--- src/rtl/parking_pkg.sv ---
// -----------------------------------------------------------------------------
// parking_pkg
// Shared definitions for the parking-slot timer: default geometry, error codes,
// output-register FSM states and the fee calculation.
// -----------------------------------------------------------------------------
package parking_pkg;

    localparam int N_SLOTS_DEF    = 4;
    localparam int SLOT_W_DEF     = 2;
    localparam int TIME_W_DEF     = 16;
    localparam int FEE_W_DEF      = 16;
    localparam int RATE_DEF       = 5;
    localparam int FREE_UNITS_DEF = 2;

    localparam logic [1:0] ERR_NONE      = 2'd0;
    localparam logic [1:0] ERR_ENTER_OCC = 2'd1;
    localparam logic [1:0] ERR_EXIT_FREE = 2'd2;
    localparam logic [1:0] ERR_REJECT    = 2'd3;

    typedef enum logic {
        OUT_EMPTY = 1'b0,
        OUT_FULL  = 1'b1
    } out_state_e;

    // Grace units are billed at zero; beyond them each unit costs rate.
    // Arguments are 64 bits wide so the product of a TIME_W-bit count and a
    // FEE_W-bit rate never wraps before it is clamped to fee_max.
    function automatic logic [63:0] fee_calc(
        input logic [63:0] units,
        input logic [63:0] free_units,
        input logic [63:0] rate,
        input logic [63:0] fee_max
    );
        logic [63:0] prod;
        prod = '0;
        if (units > free_units) begin
            prod = (units - free_units) * rate;
        end
        if (prod > fee_max) begin
            prod = fee_max;
        end
        return prod;
    endfunction

endpackage

--- src/rtl/tick_edge_detect.sv ---
// -----------------------------------------------------------------------------
// tick_edge_detect
// Turns the slow divider square wave into a one-cycle pulse per rising edge.
// The input is same-domain and registered at its source, so no synchronizer.
// Pulse is registered: a level rising before edge N yields o_pulse high in the
// cycle after edge N, so consumers update on edge N+1.
//   i_clk    system clock
//   i_rst_n  synchronous active-low reset
//   i_level  divider output level
//   o_pulse  one-cycle pulse per rising edge of i_level
// -----------------------------------------------------------------------------
module tick_edge_detect (
    input  logic i_clk,
    input  logic i_rst_n,
    input  logic i_level,
    output logic o_pulse
);

    logic r_level_q;
    logic r_pulse;

    // NOTE: sequential state uses non-blocking assignments so every register
    // samples the pre-edge values, independent of statement order.
    always_ff @(posedge i_clk) begin
        if (!i_rst_n) begin
            r_level_q <= 1'b0;
            r_pulse   <= 1'b0;
        end else begin
            r_level_q <= i_level;
            r_pulse   <= i_level & ~r_level_q;
        end
    end

    assign o_pulse = r_pulse;

endmodule

--- src/rtl/parking_slot_timer.sv ---
// -----------------------------------------------------------------------------
// parking_slot_timer
// Per-bay elapsed-unit counters driven by divider ticks, plus a one-deep
// valid/ready output register carrying a fee record on each accepted exit.
//   CLK_IN      system clock            RST_N       sync active-low reset
//   TICK_IN     divider square wave     ENTER/EXIT  one-cycle car events
//   SLOT        bay addressed           OCC         occupancy per bay
//   FEE_VALID/FEE_READY                 output record handshake
//   FEE_SLOT/FEE_TIME/FEE_AMOUNT        record contents
//   ERR         one-cycle error code (see parking_pkg ERR_*)
// -----------------------------------------------------------------------------
module parking_slot_timer
    import parking_pkg::*;
#(
    parameter int N_SLOTS    = N_SLOTS_DEF,
    parameter int SLOT_W     = SLOT_W_DEF,
    parameter int TIME_W     = TIME_W_DEF,
    parameter int FEE_W      = FEE_W_DEF,
    parameter int RATE       = RATE_DEF,
    parameter int FREE_UNITS = FREE_UNITS_DEF
) (
    input  logic              CLK_IN,
    input  logic              RST_N,
    input  logic              TICK_IN,
    input  logic              ENTER,
    input  logic              EXIT,
    input  logic [SLOT_W-1:0] SLOT,
    output logic [N_SLOTS-1:0] OCC,
    output logic              FEE_VALID,
    input  logic              FEE_READY,
    output logic [SLOT_W-1:0] FEE_SLOT,
    output logic [TIME_W-1:0] FEE_TIME,
    output logic [FEE_W-1:0]  FEE_AMOUNT,
    output logic [1:0]        ERR
);

    localparam logic [TIME_W-1:0] TIME_MAX = '1;
    localparam logic [63:0]       FEE_MAX  = (64'd1 << FEE_W) - 64'd1;

    logic                w_tick;
    logic                w_slot_occ;
    logic                w_out_free;
    logic                w_enter_acc;
    logic                w_exit_acc;
    logic [1:0]          w_err_next;
    logic [63:0]         w_fee_full;
    out_state_e          r_state;
    out_state_e          w_state_next;

    logic [N_SLOTS-1:0]  r_occ;
    logic [TIME_W-1:0]   r_cnt [N_SLOTS];
    logic [SLOT_W-1:0]   r_fee_slot;
    logic [TIME_W-1:0]   r_fee_time;
    logic [FEE_W-1:0]    r_fee_amount;
    logic [1:0]          r_err;

    tick_edge_detect u_tick (
        .i_clk   (CLK_IN),
        .i_rst_n (RST_N),
        .i_level (TICK_IN),
        .o_pulse (w_tick)
    );

    assign w_slot_occ = r_occ[SLOT];
    // Holding register can take a new record if empty or being drained now.
    assign w_out_free = (r_state == OUT_EMPTY) || FEE_READY;

    assign w_enter_acc = ENTER && !EXIT && !w_slot_occ;
    assign w_exit_acc  = EXIT && !ENTER && w_slot_occ && w_out_free;

    // Counter value is the registered one, so a same-cycle tick is excluded.
    assign w_fee_full = fee_calc(64'(r_cnt[SLOT]), 64'(FREE_UNITS),
                                 64'(RATE), FEE_MAX);

    // NOTE: every signal written in always_comb gets a default first, so no
    // path leaves it unassigned and no latch is inferred.
    always_comb begin
        w_err_next = ERR_NONE;
        if (ENTER && EXIT) begin
            w_err_next = ERR_REJECT;
        end else if (ENTER && w_slot_occ) begin
            w_err_next = ERR_ENTER_OCC;
        end else if (EXIT && !w_slot_occ) begin
            w_err_next = ERR_EXIT_FREE;
        end else if (EXIT && !w_out_free) begin
            w_err_next = ERR_REJECT;
        end
    end

    always_comb begin
        w_state_next = r_state;
        if (w_exit_acc) begin
            w_state_next = OUT_FULL;
        end else if (r_state == OUT_FULL && FEE_READY) begin
            w_state_next = OUT_EMPTY;
        end
    end

    always_ff @(posedge CLK_IN) begin
        if (!RST_N) begin
            r_state <= OUT_EMPTY;
        end else begin
            r_state <= w_state_next;
        end
    end

    always_ff @(posedge CLK_IN) begin
        if (!RST_N) begin
            r_occ        <= '0;
            // NOTE: the counter array is reset element by element; it is a
            // handful of flops, not a RAM, and must read zero after reset.
            for (int i = 0; i < N_SLOTS; i++) begin
                r_cnt[i] <= '0;
            end
            r_fee_slot   <= '0;
            r_fee_time   <= '0;
            r_fee_amount <= '0;
            r_err        <= ERR_NONE;
        end else begin
            r_err <= w_err_next;
            for (int i = 0; i < N_SLOTS; i++) begin
                // Entry restarts the count and wins over a coincident tick.
                if (w_enter_acc && SLOT == SLOT_W'(i)) begin
                    r_cnt[i] <= '0;
                end else if (w_tick && r_occ[i] && r_cnt[i] != TIME_MAX) begin
                    r_cnt[i] <= r_cnt[i] + TIME_W'(1);
                end
            end
            if (w_enter_acc) begin
                r_occ[SLOT] <= 1'b1;
            end
            if (w_exit_acc) begin
                r_occ[SLOT]  <= 1'b0;
                r_fee_slot   <= SLOT;
                r_fee_time   <= r_cnt[SLOT];
                r_fee_amount <= FEE_W'(w_fee_full);
            end
        end
    end

    assign OCC        = r_occ;
    assign FEE_VALID  = (r_state == OUT_FULL);
    assign FEE_SLOT   = r_fee_slot;
    assign FEE_TIME   = r_fee_time;
    assign FEE_AMOUNT = r_fee_amount;
    assign ERR        = r_err;

endmodule

--- config.mk ---
export PLATFORM = sky130hd
export DESIGN_NAME = parking_slot_timer
export DESIGN_NICKNAME = d
export VERILOG_FILES = /design/src/rtl/parking_pkg.sv /design/src/rtl/tick_edge_detect.sv /design/src/rtl/parking_slot_timer.sv
export SDC_FILE = /design/constraint.sdc
export NUM_CORES = 1
export LEC_CHECK = 0
export ABC_AREA = 1
export BUFFER_PORTS_ARGS = -buffer_cell sky130_fd_sc_hd__buf_2
export CAP_MARGIN = 20
export CORE_MARGIN = 2
export CORE_UTILIZATION = 35
export CTS_CLUSTER_SIZE = 24
export DETAILED_ROUTE_END_ITERATION = 10
export GPL_ROUTABILITY_DRIVEN = 1
export PLACE_DENSITY = 0.47
export SYNTH_ARGS = -nofsm -noshare
export SYNTH_HDL_FRONTEND = slang
export SYNTH_SLANG_ARGS = --single-unit
export TNS_END_PERCENT = 10
--- constraint.sdc ---
create_clock -name CLK_IN -period 11.7 [get_ports CLK_IN]
set_input_delay 2.34 -clock CLK_IN [delete_from_list [all_inputs] [get_ports CLK_IN]]
set_output_delay 2.34 -clock CLK_IN [all_outputs]
set_load 0.05 [all_outputs]
-- Yosys cells after proc, flatten, opt, wreduce, memory -nomap -nowiden
Memory sizes are Yosys's and may differ from the RTL's.
Index checks and enable logic that the tools add are counted.
- add/subtract/negate cells: 5
- $mul: 1
- div/mod/pow operators: 0
- magnitude comparators: 4
- equality and inequality tests: 7
- shift operators: 0
- muxes and demuxes: 52
- bitwise gates (word level): 14
- reduce and logical (&&, ||, !) cells: 30
- operators by type and width (cell ; number):
    $mux W16 ; 9
    $add A16 B1 Y16 const B ; 4
    $gt A64 B16 Y1 const B ; 1
    $mux W64 ; 1
    $ne A16 B16 Y1 const B ; 4
    $mux W1 ; 33
    $logic_and A1 B1 Y1 ; 23
    $mul A17 B4 Y21 const B ; 1
    $sub A16 B2 Y17 const B ; 1
    $gt A16 B2 Y1 const B ; 1
    $mux W4 ; 3
    $mux W2 ; 4
    $or A1 B1 Y1 ; 8
    $and A4 B4 Y4 ; 1
    $eq A2 B2 Y1 const B ; 2
    $logic_not A1 Y1 ; 4
    $not A4 Y4 ; 1
    $or A4 B4 Y4 ; 1
    $lt A2 B3 Y1 const B ; 1
    $bmux W1 S2 ; 1
    $demux W1 S2 ; 1
    $eq A2 B1 Y1 const B ; 1
    $ge A2 B1 Y1 const B ; 1
    $logic_not A2 Y1 ; 1
    other kinds (4) ; 5
- register bits: 43
- latch bits: 0
- memory bits (writable): 64
- bits in read-only memories: 0
- input port bits: 8
- output and inout bits: 41
- logic and storage cells: 122
- memories kept: 1
- memories (memory ; words ; bits a word ; read ports ; clocked after Yosys merged registers in ; wr ports ; RTL line ; text):
    r_cnt ; 4 ; 16 ; 5 ; 0 ; 4 ; parking_slot_timer.sv:51 ; logic [TIME_W-1:0] r_cnt [N_SLOTS];

-- Depth between registers and ports, before layout
Gate-level depths: netlist of the first run.
- depth in word-level cells: 10
- mapped depth: 29
- depth with buffers taken out: 27

-- Cells and area by module
From an unflattened synthesis of the first run, not the netlist that was laid out.
- cells, all modules: 944
- area, all modules: 7088.0 µm²
- modules (own cells, without submodules) (module ; instances ; cells an instance ; area an instance (µm²) ; sequential area each (µm²)):
    parking_slot_timer ; 1 ; 939 ; 7034.2 ; 2742.6
    tick_edge_detect ; 1 ; 5 ; 53.8 ; 40.0

-- Worst setup path after synthesis of the first run
OpenSTA, ideal clock, no wires.
- path kind: input to register
- start: in SLOT[0]
- end: reg r_fee_amount[12] (netlist: FEE_AMOUNT[12])
- library setup time: 0.109 ns
- data arrival time: 5.465 ns
- required time: 11.591 ns
- path slack: 6.126 ns
- stages: 27
- path buffers: 3
- path through: buf_4 buf_6 nand3_1 nand2_1 nor2_4 nand3_2 nor2_4 nand3_1 nor3_1 xor2_1 ha_1 ha_1 nand2_1 inv_1 a21oi_1 nor2_1 nor2_1 nand2_1 inv_1 nand2_1 nand2_1 nand4_1 nand2_2 buf_6 nand3_1 nand2_1 inv_1
- word-level cells in the longest chain between the ends: 6
- elaborated cells on any way between the ends: 11
- those cells by class: 1 x add/sub; 1 x mul; 2 x order compare; 4 x mux; 2 x reduce/logical; 1 x memory
- RTL lines (item ; RTL line ; text):
    start: declaration ; parking_slot_timer.sv:27 ; input logic [SLOT_W-1:0] SLOT,
    $mem_v2 Z4 W16 ; -- ;
    $sub A16 B2 Y17 ; parking_pkg.sv:37 ; prod = (units - free_units) * rate;
    $mul A17 B4 Y21 ; parking_pkg.sv:37 ;
    $mux W64 ; parking_pkg.sv:36 ; if (units > free_units) begin
    $gt A64 B16 Y1 ; parking_pkg.sv:39 ; if (prod > fee_max) begin
    $mux W16 ; parking_pkg.sv:39 ;
    end signal: assignment ; parking_slot_timer.sv:136 ; r_fee_amount <= FEE_W'(w_fee_full);
    end: declaration ; parking_slot_timer.sv:54 ; logic [FEE_W-1:0] r_fee_amount;
Parallel ways exist; a longest one is shown, timed or not. The select of a mux whose other input is x is not followed.
A chain may end at the register's enable or synchronous reset.

-- Final worst setup path of the first run
- start: in SLOT[0]
- end: reg r_fee_amount[3] (netlist: FEE_AMOUNT[3])
Same word-level chain as after synthesis.

==> results of run 1 <==
how the worst max path moves through the flow:
| stage | end | slack (ns) | cells past startpoint | from |
|---|---|---|---|---|
| global placement | FEE_AMOUNT[4] | 4.78 | 28 | SLOT[0] |
| detailed placement | FEE_AMOUNT[4] | 4.77 | 28 | SLOT[0] |
| finish | FEE_AMOUNT[3] | 5.19 | 28 | SLOT[0] |
| global route | FEE_AMOUNT[0] | 4.59 | 28 | SLOT[0] |
| floorplan | FEE_AMOUNT[12] | 6.13 | 27 | SLOT[0] |
| CTS | FEE_AMOUNT[11] | 5.12 | 28 | SLOT[0] |
registers in the layout, indices dropped and copies added, names as in the netlist:
name and count:
u_tick.o_pulse 1, ERR 2, u_tick.r_level_q 1, r_cnt 64, FEE_TIME 16, FEE_VALID 1
FEE_SLOT 2, FEE_AMOUNT 16, OCC 4
worst register-to-register path, delay by kind of cell, from the launching register on:
| family | cells | cell delay (ns) |
|---|---|---|
| and+or+nand+nor | 19 | 2.31 |
| adders and majority gates | 2 | 0.65 |
| DFF | 1 | 0.48 |
| xor gates and xnor gates | 1 | 0.23 |
| AOI/OAI and AO/OA | 1 | 0.22 |
| buffers and inverters | 3 | 0.16 |
power breakdown:
group / switching [mW] / leakage, nW / total (mW) / internal, mW
clock network: 0.154 / 0.136 / 0.301 / 0.146
registers: 0.0155 / 1.01 / 0.427 / 0.412
logic: 0.163 / 2.52 / 0.246 / 0.0832
total: 0.332 / 3.67 / 0.974 / 0.642
Yosys cell counts, types with 4 or more instances:
master                     count  share of area (%)
sky130_fd_sc_hd__buf_6         6               0.95
sky130_fd_sc_hd__nor3b_1      11                1.2
sky130_fd_sc_hd__nand2_2       4               0.35
sky130_fd_sc_hd__ha_1         37                6.5
sky130_fd_sc_hd__inv_1        92                4.9
sky130_fd_sc_hd__or2_2         8               0.70
sky130_fd_sc_hd__nand2_1     286                 15
sky130_fd_sc_hd__a21oi_1      36                2.5
sky130_fd_sc_hd__edfxtp_1     64                 27
sky130_fd_sc_hd__nand3b_1      6               0.63
sky130_fd_sc_hd__nor3_1       29                2.0
sky130_fd_sc_hd__o21ai_0      24                1.7
sky130_fd_sc_hd__inv_2         7               0.37
sky130_fd_sc_hd__buf_2        12               0.84
sky130_fd_sc_hd__xor2_1       31                3.8
sky130_fd_sc_hd__dfxtp_1      43                 12
sky130_fd_sc_hd__nand3_1      58                4.1
sky130_fd_sc_hd__nand4_1      10               0.88
sky130_fd_sc_hd__nor2_1       91                4.8
sky130_fd_sc_hd__buf_4         6               0.63
sky130_fd_sc_hd__a31oi_1      17                1.5
sky130_fd_sc_hd__nor2_2        5               0.44
sky130_fd_sc_hd__o21a_1       17                1.8
sky130_fd_sc_hd__xnor2_1      16                2.0
cells by family after synthesis:
family	count (synthesis)	synth area share, %
compound gates	103	8.534
xor+xnor	47	5.789
buf+inv	127	7.954
fa+ha+maj	38	6.792
flops	107	39.13
simple gates	522	31.80
final cells by class:
cell class                      instances  area share [%]
Inverter                               99           4.752
Antenna cell                            1         0.03200
Tap cell                              270           4.320
Clock inverter                          7          0.7040
Clock buffer                            9           2.880
Multi-Input combinational cell        710           48.11
Timing Repair Buffer                   51           3.616
Sequential cell                       107           35.58
routing by layer:
metal  track usage [%]  up-vias
met3             2.594       23
li1                  -     3171
met4             5.194        0
met5                 0        -
met2             29.06       84
met1             23.31     2718
metrics by stage:
stage	instances	setup WS, ns
2_1_floorplan	944	6.126
3_3_place_gp	1236	4.776
3_5_place_dp	1236	4.766
4_1_cts	1252	5.122
5_1_grt	1253	4.593
6_report	1254	5.191
==> results.py, run 1 <==
metrics = {
    "synth": {
        "synth_cell_type_count": 39,
        "syn-mean-instance-area_um2": 7.532,
        "synth-edff-count": 64,
        "syn_nets": 990,
        "syn-instance-count": 944,
        "ys.flop_type": "sky130_fd_sc_hd__edfxtp_1",
        "yosys_warnings": 0,
        "async_set_reset_flop_share_out_of_synthesis_pct": 0,
        "seq_area_frac_synth_pct": 39.13,
        "synth.cell_area_um2": 7111,
        "synth-seq-cells": 107,
    },
    "critical_path": {
        "worstPathRequired_ns": 11.96,
        "worst_path_dominant_cell_family": "simple AND/OR/NAND/NOR gates",
        "regToRegEndpoint": "FEE_AMOUNT[3]",
        "critical_path_peak_fanout": 40,
        "critPathMostFrequentCell": "sky130_fd_sc_hd__nand2_1",
        "r2r_setup_slack_ns": 7.56,
        "critical_path.slowest_cell": "sky130_fd_sc_hd__buf_2",
        "crit_buf_inv": 5,
        "timing_worst_setup_path_type": "primary input to register",
        "critPathMaxStageDelay_ns": 0.49,
        "crit_path_end_kind": "register",
        "worst_setup_path_start_kind": "primary input",
        "crit_arrival_ns": 6.77,
        "depth_of_the_worst_register_to_register_path": 26,
        "worst_r2r_startpoint": "r_cnt[3][4]",
    },
    "global_route": {
        "groute.usage.overall_pct": 17.37,
        "number_of_antenna_violations_at_the_first_check_in_global_routing": 1,
        "grt_pass1_vias": 5590,
        "maximum_number_of_pins_on_one_net_before_global_route_repair": 70,
        "grt_overflow": 0,
        "grt_pass1_wl_um": 29530,
    },
    "timing": {
        "grt_setup_unrepaired": "false",
        "max_freq_ghz": 0.1536,
        "setup_viol": 0,
        "drv_slew": 0,
        "post-route-min-period_ns": 6.509,
        "final_hold_viol_count": 0,
        "timing.setup.tns_ns": 0,
        "timing.hold.ws_ns": 0.3902,
        "skew_ns": 0.008185,
        "worst_pin_slew_ns": 0.8782,
        "slew_headroom_pct": 41.28,
        "timing.final.crit_share_pct": 55.64,
    },
    "layout": {
        "postLayoutCoreUtil_pct": 38.90,
        "layout.cell_area.non_filler_um2": 7820,
        "flip_flop_and_latch_area_um2": 2783,
        "final_net_count": 1024,
        "final_layout_size_suffix_gt1_share_pct": 9.868,
        "mostFrequentLayoutCells": "sky130_fd_sc_hd__nand2_1 (286), sky130_fd_sc_hd__inv_1 (92), sky130_fd_sc_hd__nor2_1 (91), sky130_fd_sc_hd__edfxtp_1 (64), sky130_fd_sc_hd__nand3_1 (58)",
        "multiInputGateArea_um2": 3762,
        "most_frequent_standard_cell_in_the_layout_excluding_fill_and_tap_cells": "sky130_fd_sc_hd__nand2_1",
        "final.fill_count": 2175,
        "flow.area_growth_from_synthesis_pct": 9.977,
    },
    "hold_path": {
        "timing.hold.worst_endpoint": "u_tick.o_pulse",
        "hold_path_class": "register to register",
        "hold_path_startpoint": "u_tick.r_level_q",
        "hold_path_depth": 1,
    },
    "placed_design": {
        "dpl.hpwl_um": 14010,
        "port_buffers": 48,
        "finalWeightedCongestion": 0.8681,
        "placed_cell_area_um2": 7510,
    },
    "floorplanning": {
        "design.die.area_um2": 21470,
        "ioPinCount": 49,
        "floorplan.rows": 52,
        "core_area_um2": 20100,
        "initial_cell_density_of_the_core_pct": 35.37,
        "dieHeight_um": 146.5,
        "die_width_um": 146.5,
    },
    "clock_network": {
        "post_cts_resized": 0,
        "cts_max_path_buffers": 2,
        "clkTransAtPathRegs_ns": 0.08,
        "cts.hold.buffers_added": 0,
        "cts_num_sinks": 107,
        "tritoncts": "built",
        "htree_levels": 3,
        "post-cts-setup-buffer-count": 0,
        "cts_made_buffers": 9,
        "worst_skew_pair.late_latency_ns": 0.36,
        "clockRootBuffer": "sky130_fd_sc_hd__clkbuf_16",
    },
    "power": {
        "report.power.total_uw": 973.9,
        "peakVddDrop_uv": 63.65,
        "powerDensity_nw_per_um2": 124.5,
        "power_leakage_nw": 3.675,
    },
    "drt": {
        "met1_length_um": 8887,
        "detailroute.via_count": 5996,
        "met2RoutedLength_um": 8697,
        "pre_repair_dr_iteration_count": 5,
        "route.detailed.drc": 0,
        "wl_met3_um": 452,
        "initialDrtViolationCount": 265,
        "wl_per_cell_um": 14.73,
        "avgViaCountPerCell": 4.781,
        "top_layer": "met4",
        "drtAntennaViolNets": 0,
        "routed_wirelength_um": 18470,
    },
    "outcome": {
        "run_status": "finished clean",
    },
    "run": {
        "drv_cap": 0,
    },
}
No activity file was read; power rests on OpenSTA's default activity.
==> run 2: changes to the inputs <==
--- a/config.mk
+++ b/config.mk
@@ -5,7 +5,7 @@
 export SDC_FILE = /design/constraint.sdc
 export NUM_CORES = 1
 export LEC_CHECK = 0
-export ABC_AREA = 1
+export ABC_AREA = 0
 export BUFFER_PORTS_ARGS = -buffer_cell sky130_fd_sc_hd__buf_2
 export CAP_MARGIN = 20
 export CORE_MARGIN = 2
@@ -13,7 +13,7 @@
 export CTS_CLUSTER_SIZE = 24
 export DETAILED_ROUTE_END_ITERATION = 10
 export GPL_ROUTABILITY_DRIVEN = 1
-export PLACE_DENSITY = 0.47
+export PLACE_DENSITY = 0.49
 export SYNTH_ARGS = -nofsm -noshare
 export SYNTH_HDL_FRONTEND = slang
 export SYNTH_SLANG_ARGS = --single-unit
==> constraint.sdc (replaced) <==
create_clock -name CLK_IN -period 5.7 [get_ports CLK_IN]
set_input_delay 1.14 -clock CLK_IN [delete_from_list [all_inputs] [get_ports CLK_IN]]
set_output_delay 1.14 -clock CLK_IN [all_outputs]
set_load 0.05 [all_outputs]
==> run 2 against run 1 <==
Combinational power increased by 83%; setup slack got worse by 4.7 ns; utilization rose by 1.5 points; die area down 9.7%; clock power is 110% higher; global-route usage is 0.48 points lower; sequential share of layout area increased by 2.7 points; routed wire length shrank 14%; register-to-register slack worse by 6.6 ns; via count fell by 17%; hold slack better by 0.0066 ns; power increased by 100%; critical path type unchanged.
==> results.py, run 2 <==
metrics = {
    "synth": {
        "seq_area_frac_synth_pct": 43.45,
        "post-synth-top-area-cell": "sky130_fd_sc_hd__edfxtp_1",
        "ys.flop_type": "sky130_fd_sc_hd__edfxtp_1",
        "syn_nets": 702,
        "synth_top_cells_by_area": "sky130_fd_sc_hd__edfxtp_1 (30%), sky130_fd_sc_hd__dfxtp_1 (13%), sky130_fd_sc_hd__ha_1 (7.2%)",
        "syn-mean-instance-area_um2": 9.762,
        "synth_cell_type_count": 50,
        "post_synth_most_frequent_cells": "sky130_fd_sc_hd__nor2_1 (100), sky130_fd_sc_hd__nand2_1 (73), sky130_fd_sc_hd__edfxtp_1 (64)",
        "synth-seq-cells": 107,
        "synth.most_common_cell": "sky130_fd_sc_hd__nor2_1",
        "async_set_reset_flop_share_out_of_synthesis_pct": 0,
        "syn-instance-count": 656,
        "synth.cell_area_um2": 6404,
        "yosys_warnings": 0,
        "synth-edff-count": 64,
        "yosys.area.top_type_share_pct": 30.01,
    },
    "timing": {
        "slew_headroom_pct": 43.12,
        "final.setup.worst_slack_ns": 0.4799,
        "grt_setup_unrepaired": "false",
        "timing.setup.tns_ns": 0,
        "worst_pin_slew_ns": 0.8506,
        "final_hold_viol_count": 0,
        "post-route-min-period_ns": 5.220,
        "max_freq_ghz": 0.1916,
        "timing.final.crit_share_pct": 91.58,
        "skew_ns": 0.01062,
        "drv_slew": 0,
        "setup_viol": 0,
    },
    "critical_path": {
        "depth_of_the_worst_register_to_register_path": 14,
        "crit_arrival_ns": 5.44,
        "crit_path_end_kind": "register",
        "worstPathRequired_ns": 5.92,
        "worst_setup_path_start_kind": "primary input",
        "timing_worst_setup_path_type": "primary input to register",
        "critical_path_peak_fanout": 16,
    },
    "layout": {
        "flow.area_growth_from_synthesis_pct": 13.44,
        "layout.cell_area.non_filler_um2": 7264,
        "largest_register_ffs": 64,
        "final_net_count": 758,
        "regMostFlops": "r_cnt",
        "mostFrequentLayoutCells": "sky130_fd_sc_hd__nor2_1 (99), sky130_fd_sc_hd__nand2_1 (73), sky130_fd_sc_hd__edfxtp_1 (64), sky130_fd_sc_hd__buf_2 (48), sky130_fd_sc_hd__xor2_1 (47)",
        "most_frequent_standard_cell_in_the_layout_excluding_fill_and_tap_cells": "sky130_fd_sc_hd__nor2_1",
        "final-instance-count-excl-fill": 947,
        "final_layout_size_suffix_gt1_share_pct": 14.92,
    },
    "global_route": {
        "grt_pass1_wl_um": 26260,
        "grt_overflow": 0,
        "number_of_antenna_violations_at_the_first_check_in_global_routing": 1,
        "grt_pass1_vias": 5011,
        "groute.usage.overall_pct": 16.89,
        "maximum_number_of_pins_on_one_net_before_global_route_repair": 36,
    },
    "floorplanning": {
        "design.die.area_um2": 19390,
        "core_area_um2": 17960,
        "dieHeight_um": 139.3,
        "die_width_um": 139.3,
        "ioPinCount": 49,
        "floorplan.rows": 49,
        "initial_cell_density_of_the_core_pct": 35.65,
    },
    "placed_design": {
        "finalWeightedCongestion": 0.8119,
        "dpl.hpwl_um": 12190,
        "preCtsSetupSlack_ns": -0.02636,
        "placed_cell_area_um2": 6964,
        "place.detailed.instances": 929,
        "port_buffers": 48,
    },
    "drt": {
        "detailroute.via_count": 4971,
        "initialDrtViolationCount": 260,
        "pre_repair_dr_iteration_count": 4,
        "route.detailed.drc": 0,
        "avgViaCountPerCell": 5.249,
        "drtAntennaViolNets": 0,
        "wl_per_cell_um": 16.82,
        "routed_wirelength_um": 15930,
    },
    "power": {
        "power_leakage_nw": 2.805,
        "powerDensity_nw_per_um2": 267.9,
        "report.power.total_mw": 1.946,
        "peakVddDrop_uv": 147.2,
    },
    "clock_network": {
        "clockRootBuffer": "sky130_fd_sc_hd__clkbuf_16",
        "worst_skew_pair.late_latency_ns": 0.36,
        "tritoncts": "built",
        "cts.hold.buffers_added": 0,
        "post-cts-setup-buffer-count": 0,
        "cts_max_path_buffers": 2,
        "cts_num_sinks": 107,
        "cts_made_buffers": 9,
        "clkTransAtPathRegs_ns": 0.07,
        "htree_levels": 3,
    },
    "run": {
        "drv_cap": 0,
    },
    "outcome": {
        "run_status": "finished clean",
    },
    "hold_path": {
        "hold_path_class": "register to register",
        "hold_path_depth": 1,
    },
}
run 2: cell families after synthesis:
group	after synthesis	share of synthesized area (%)
AOI/OAI and AO/OA	105	10.24
DFF	107	43.45
xor gates and xnor gates	80	10.94
buffers and inverters	43	2.872
adders and majority gates	38	7.542
muxes	18	6.135
and+or+nand+nor	265	18.82
run 2: final timing paths:
kind              slack (ns)        startpoint             end
setup / recovery        0.48           SLOT[1]  FEE_AMOUNT[12]
hold / removal          0.40  u_tick.r_level_q  u_tick.o_pulse
setup reg to reg        0.97       r_cnt[1][6]  FEE_AMOUNT[12]
hold reg to reg         0.40  u_tick.r_level_q  u_tick.o_pulse
run 2: per-layer routing:
layer  part of all wire (%)  up-vias  GRT usage (%)  wire length [µm]
met5                      0        -              0                 0
met4                    1.9        0          6.220               295
met3                    3.2       16          2.615               506
met2                     49       76          28.33              7757
met1                     46     2411          22.13              7369
li1                       -     2468              -                 -
run 2: final cells by class:
cell class | instances | area, µm²
Clock buffer | 12 | 259.0
Fill cell | 1784 | 10700
Timing Repair Buffer | 66 | 375.4
Inverter | 22 | 82.58
Clock inverter | 4 | 23.77
Sequential cell | 107 | 2783
Tap cell | 229 | 286.5
Multi-Input combinational cell | 506 | 3452
Antenna cell | 1 | 2.502
run 2: timing repair:
action,4_1_cts,5_1_grt
endpoints found under the setup margin,0,16
endpoints found under the hold margin,0,0
gates resized for setup,0,1
run 2: metrics by stage:
step                hold WS (ns)  utilization [%]
floorplan                 0.3674                -
global placement          0.3737            38.77
detailed placement        0.3901            38.77
CTS                       0.4019            40.34
global route              0.4057            40.43
finish                    0.3968            40.44
run 2: critical path, cell delays in order:
cell and delay, ns:
sky130_fd_sc_hd__buf_2 0.18, sky130_fd_sc_hd__mux4_2 0.53, sky130_fd_sc_hd__or4_4 0.59, sky130_fd_sc_hd__nor4_4 0.23
sky130_fd_sc_hd__inv_2 0.04, sky130_fd_sc_hd__nor2_1 0.22, sky130_fd_sc_hd__nand2_1 0.10, sky130_fd_sc_hd__xnor2_1 0.23
sky130_fd_sc_hd__ha_1 0.28, sky130_fd_sc_hd__ha_1 0.38, sky130_fd_sc_hd__nand4_1 0.21, sky130_fd_sc_hd__o311ai_0 0.55
sky130_fd_sc_hd__mux2i_1 0.21, sky130_fd_sc_hd__o21ai_4 0.41, sky130_fd_sc_hd__a31oi_1 0.16
run 2: where the power goes:
group	internal [mW]	switching [mW]
Combinational	0.178	0.271
Clock	0.325	0.296
Sequential	0.845	0.0313
Total	1.35	0.598
